--- src/rtl/hamming_rx_stream.sv ---
// Purpose: serial Hamming(15,11) receiver; frames delimited by sof, single-bit errors corrected.
// Latency: the decoded word is valid in the second cycle after the cycle carrying the last bit.
// Backpressure: one-word output register; a completed frame is dropped with an overrun pulse if the word is unconsumed.
module hamming_rx_stream #(
  parameter int CNT_WIDTH = 8
) (
  input  logic                 clk,
  input  logic                 rst_n,
  input  logic                 bit_in,
  input  logic                 bit_valid,
  input  logic                 sof,
  output logic [10:0]          data_out,
  output logic                 data_valid,
  input  logic                 data_ready,
  output logic                 corrected,
  output logic [CNT_WIDTH-1:0] err_count,
  output logic                 overrun
);

  typedef enum logic [1:0] {
    IDLE   = 2'd0,
    SHIFT  = 2'd1,
    DECODE = 2'd2
  } state_t;

  localparam logic [CNT_WIDTH-1:0] ERR_MAX = '1;

  // Receive side: frame state, number of positions stored, assembled codeword.
  // Position p of the codeword lives in cw_q[p-1].
  state_t      state_q, state_d;
  logic [3:0]  cnt_q, cnt_d;
  logic [14:0] cw_q, cw_d;

  // Output side: registered word, its qualifiers and the error counter.
  logic [10:0]          dout_q, dout_d;
  logic                 dvld_q, dvld_d;
  logic                 corr_q, corr_d;
  logic                 ovr_q, ovr_d;
  logic [CNT_WIDTH-1:0] errc_q, errc_d;

  // Decoder results, only meaningful while state_q == DECODE.
  logic [3:0]  syn;
  logic [14:0] fixed_cw;
  logic [10:0] dec_data;
  logic        load_word;

  // Syndrome is the XOR of the positions of all set bits; a nonzero value
  // names the single position to invert. Data sits at the non-power-of-two
  // positions 3,5,6,7,9..15.
  always_comb begin
    syn = 4'd0;
    for (int p = 1; p <= 15; p++) begin
      if (cw_q[p-1]) begin
        syn = syn ^ 4'(p);
      end
    end
    fixed_cw = cw_q;
    if (syn != 4'd0) begin
      fixed_cw[syn - 4'd1] = ~cw_q[syn - 4'd1];
    end
    dec_data = {fixed_cw[14:8], fixed_cw[6:4], fixed_cw[2]};
  end

  // Frame FSM next state: wait for sof, shift 15 positions, decode for one cycle.
  always_comb begin
    state_d = state_q;
    cnt_d   = cnt_q;
    cw_d    = cw_q;
    unique case (state_q)
      IDLE: begin
        if (bit_valid && sof) begin
          cw_d    = {14'd0, bit_in};
          cnt_d   = 4'd1;
          state_d = SHIFT;
        end
      end
      SHIFT: begin
        if (bit_valid) begin
          if (sof) begin
            // Restart: partial frame is thrown away, this bit is position 1.
            cw_d  = {14'd0, bit_in};
            cnt_d = 4'd1;
          end else begin
            cw_d[cnt_q] = bit_in;
            if (cnt_q == 4'd14) begin
              cnt_d   = 4'd0;
              state_d = DECODE;
            end else begin
              cnt_d = cnt_q + 4'd1;
            end
          end
        end
      end
      DECODE: begin
        // Input bits in this single cycle are ignored; next cycle accepts sof.
        cnt_d   = 4'd0;
        state_d = IDLE;
      end
      default: begin
        cnt_d   = 4'd0;
        state_d = IDLE;
      end
    endcase
  end

  // Output register: consume on handshake, load on DECODE exit when free
  // (or freed by the same-edge handshake), otherwise drop and flag overrun.
  always_comb begin
    dout_d    = dout_q;
    corr_d    = corr_q;
    dvld_d    = dvld_q;
    errc_d    = errc_q;
    ovr_d     = 1'b0;
    load_word = 1'b0;
    if (dvld_q && data_ready) begin
      dvld_d = 1'b0;
    end
    if (state_q == DECODE) begin
      if (!dvld_q || data_ready) begin
        load_word = 1'b1;
        dout_d    = dec_data;
        corr_d    = (syn != 4'd0);
        dvld_d    = 1'b1;
        if ((syn != 4'd0) && (errc_q != ERR_MAX)) begin
          errc_d = errc_q + 1'b1;
        end
      end else begin
        ovr_d = 1'b1;
      end
    end
  end

  // State registers with synchronous active-low reset.
  always_ff @(posedge clk) begin
    if (!rst_n) begin
      state_q <= IDLE;
      cnt_q   <= 4'd0;
      cw_q    <= 15'd0;
      dout_q  <= 11'd0;
      corr_q  <= 1'b0;
      dvld_q  <= 1'b0;
      ovr_q   <= 1'b0;
      errc_q  <= '0;
    end else begin
      state_q <= state_d;
      cnt_q   <= cnt_d;
      cw_q    <= cw_d;
      dout_q  <= dout_d;
      corr_q  <= corr_d;
      dvld_q  <= dvld_d;
      ovr_q   <= ovr_d;
      errc_q  <= errc_d;
    end
  end

  assign data_out   = dout_q;
  assign data_valid = dvld_q;
  assign corrected  = corr_q;
  assign err_count  = errc_q;
  assign overrun    = ovr_q;

endmodule
--- config.mk ---
export PLATFORM = sky130hd
export DESIGN_NAME = hamming_rx_stream
export DESIGN_NICKNAME = d
export VERILOG_FILES = /design/src/rtl/hamming_rx_stream.sv
export SDC_FILE = /design/constraint.sdc
export NUM_CORES = 1
export LEC_CHECK = 0
export ABC_AREA = 1
export CORE_MARGIN = 2
export CORE_UTILIZATION = 62
export DETAILED_ROUTE_END_ITERATION = 8
export PLACE_DENSITY = 0.92
export SETUP_SLACK_MARGIN = 0.3
export SYNTH_ARGS = -nofsm -noshare
export SYNTH_HDL_FRONTEND = slang
export SYNTH_SLANG_ARGS = --single-unit
--- constraint.sdc ---
create_clock -name clk -period 4.65 [get_ports clk]
set_input_delay 0.465 -clock clk [delete_from_list [all_inputs] [get_ports clk]]
set_output_delay 0.465 -clock clk [all_outputs]
set_load 0.01 [all_outputs]
==> flow_metrics.py <==
metrics = {
    "status": {
        "status": "complete, no violations",
    },
    "sta": {
        "rsz0062_at_grt": "false",
        "worstMarginPinSlew_ns": 1.14,
        "setup_viol": 0,
        "setup_slack_ns": 1.63,
        "relSlewSlack_pct": 23.8,
        "fin_crit_sh_pct": 65.0,
        "setup_tns_ns": 0,
        "skew_ns": 0.0115,
        "drv_slew": 0,
        "period_needed_ns": 3.02,
        "hold_violations": 0,
        "fmax_ghz": 0.331,
        "hold_slack_ns": 0.463,
    },
    "floorplanning": {
        "ios": 28,
        "start_util_pct": 65.5,
        "rows": 24,
        "die_h_um": 72.3,
        "core_mm2": 0.00441,
        "die_area_mm2": 0.00523,
        "die_x_um": 72.3,
    },
    "clocking": {
        "clk_latency_ns": 0.30,
        "h-tree-depth": 2,
        "cts_setup_buffers": 0,
        "cts_buffer_depth": 2,
        "clk_pin_slew_ns": 0.08,
        "cts_sinks": 43,
        "cts_tree": "yes",
        "cts_resized": 0,
        "ctsHoldBuffers": 0,
        "cts_buffers": 5,
        "cts_root_buffer": "clkbuf_8",
    },
    "final_layout": {
        "drive_gt1_share_pct": 9.96,
        "fillers": 371,
        "final_area_mm2": 0.00322,
        "nets": 481,
        "antennaDiodeCount": 0,
        "area_growth_pct": 11.5,
    },
    "routing": {
        "antenna_left": 0,
        "drt_pass1_iterations": 5,
        "avgViaCountPerCell": 5.71,
        "drtIter0Drc": 268,
        "routed_wl_um": 7150,
        "drc_errors": 0,
        "vias": 2991,
        "wl_per_cell_um": 13.6,
    },
    "place": {
        "gp_congestion": 0.928,
        "dp_slack_ns": 1.67,
        "io_buffers": 27,
        "dpl_cell_area_mm2": 0.00314,
        "hpwl_um": 5220,
    },
    "logic_synthesis": {
        "netlist_instances": 453,
        "muxShareOfSynthArea_pct": 0,
        "synth_compound_area_share_pct": 17.4,
        "synth_flop_cell": "dfxtp_1",
        "yosys.area_share.simple_pct": 37.2,
        "postSynth.asyncResetShare_pct": 0,
        "synth-edff-count": 0,
        "synth_xor_area_share_pct": 3.03,
        "synth.net_count": 463,
        "synth.avg_cell_area_um2": 6.38,
        "mappedNetlistArea_mm2": 0.00289,
        "synth_most_common_cell": "nand2_1",
        "synth_area_leaders": "dfxtp_1, nand2_1, a21oi_1, inv_1, o21ai_0",
        "ys_seq_area_share_pct": 29.8,
        "synth_top_area_share_pct": 29.8,
        "synth.cells.most_frequent": "nand2_1, inv_1, a21oi_1",
        "synth_adder_area_share_pct": 1.73,
        "ys_types": 36,
        "synth_top_family_by_area": "simple AND/OR/NAND/NOR gates",
        "yosysWarnings": 0,
        "synth_area_leader_cell": "dfxtp_1",
        "ys_ff_latch": 43,
    },
    "power_and_ir_drop": {
        "p_total_mw": 0.692,
        "pwr-share-seq_pct": 54.0,
        "p_sw_mw": 0.192,
        "p_comb_share_pct": 11.9,
        "peakVddDrop_mv": 0.190,
        "netSwitchingFraction_pct": 27.7,
        "power_frac_clock_pct": 34.2,
        "p_int_mw": 0.500,
        "p_leak_nw": 1.24,
        "p_per_area_mw_per_mm2": 215,
    },
    "global_routing": {
        "grt_start_max_net_pins": 34,
        "track_usage_pct": 28.6,
        "grt_pass1_vias": 2731,
        "grt_pass1_wl_um": 12100,
        "antenna_found_initial": 0,
        "overflow": 0,
    },
    "worst_setup_path": {
        "cp.arrival_ns": 3.16,
        "cpPeakStageDelay_ns": 0.46,
        "end_kind": "register",
        "slowest_stage": "ha_1",
        "critPathKind": "register to register",
        "required_ns": 4.79,
        "cp_max_fo": 15,
        "path_cells": "inv_2 > nand2_2 > nand2_1 > xor2_1 > xnor2_1 > ha_1 > inv_1 > o21ai_0 > a21oi_1 > a21oi_1 > nand3_1 > nand3_2 > nand3b_1 > nand2_1 > a21oi_2",
        "cp-start-kind": "register",
    },
    "min_path": {
        "min_path_type": "register to register",
    },
    "job": {
        "cap_violations": 0,
    },
}
-- kinds of logic after synthesis --
family                   count (synthesis)
buffers and inverters                   76
adder cells (fa/ha/maj)                  4
AO/OA/AOI/OAI                           92
AND/OR/NAND/NOR                        228
flip-flops                              43
XOR/XNOR                                10
-- layer usage --
metal,vias up,global-route usage [%],part of all wire (%)
li1,1495,-,-
met1,1368,37.2,44
met2,105,48.3,48
met3,23,4.31,5.3
met4,0,10.1,2.8
met5,-,0,0
-- power groups by stage --
stage	clock network [mW]	logic [mW]	registers (mW)
after floorplan	0	0.0668	0.382
after global placement	0	0.0770	0.382
after detailed placement	0	0.0796	0.382
after CTS	0.238	0.0803	0.374
after global routing	0.255	0.0910	0.374
final	0.237	0.0821	0.374
-- state kept, by name, summed over array words and instances, names as in the netlist --
signal      cells
overrun         1
corrected       1
cw_q           15
err_count       8
cnt_q           4
data_valid      1
data_out       11
state_q         2
-- cells in the final DEF (no fill, tap or decap), types with 2 or more instances in the layout --
cell type / count
a21oi_1: 48
nand4_1: 10
ha_1: 4
nand3_1: 16
a21oi_2: 6
nor3_1: 4
xor2_1: 4
o21ai_0: 32
nand2_4: 4
xnor2_1: 6
nand3b_1: 8
nand2_2: 7
nand2_1: 129
inv_1: 50
dfxtp_1: 43
inv_2: 9
clkbuf_8: 5
nand3_2: 6
nor2_2: 2
nor2_1: 36
clkdlybuf4s50_1: 27
-- layout make-up --
type / instances / area (µm²) / share of cell area (%)
Clock inverter: 2 / 12.5 / 0.388
Timing Repair Buffer: 27 / 270 / 8.38
Sequential cell: 43 / 861 / 26.7
Tap cell: 52 / 65.1 / 2.02
Clock buffer: 6 / 72.6 / 2.25
Multi-Input combinational cell: 334 / 1720 / 53.2
Inverter: 60 / 228 / 7.06
-- worst paths after layout --
| kind | startpoint | to | slack (ns) | cells after the start |
|---|---|---|---|---|
| setup reg to reg | cw_q[6] | data_out[1] | 1.63 | 15 |
| hold / removal | err_count[4] | err_count[4] | 0.46 | 2 |
| setup / recovery | cw_q[6] | data_out[1] | 1.63 | 15 |
| hold reg to reg | err_count[4] | err_count[4] | 0.46 | 2 |
-- through the flow --
step / instances / util, %
after floorplan: 453 / -
after global placement: 516 / 71.1
after detailed placement: 516 / 71.1
after CTS: 524 / 73.0
after global routing: 524 / 73.0
final: 524 / 73.0
-- worst max-delay path: cells and delay by family, from the launching register on --
kind | cells | cell delay [ns]
flops | 1 | 0.45
xor+xnor | 2 | 0.32
simple gates | 6 | 0.68
fa+ha+maj | 1 | 0.46
compound gates | 4 | 0.54
buf+inv | 2 | 0.42
Power figures use the tool's default switching activity.
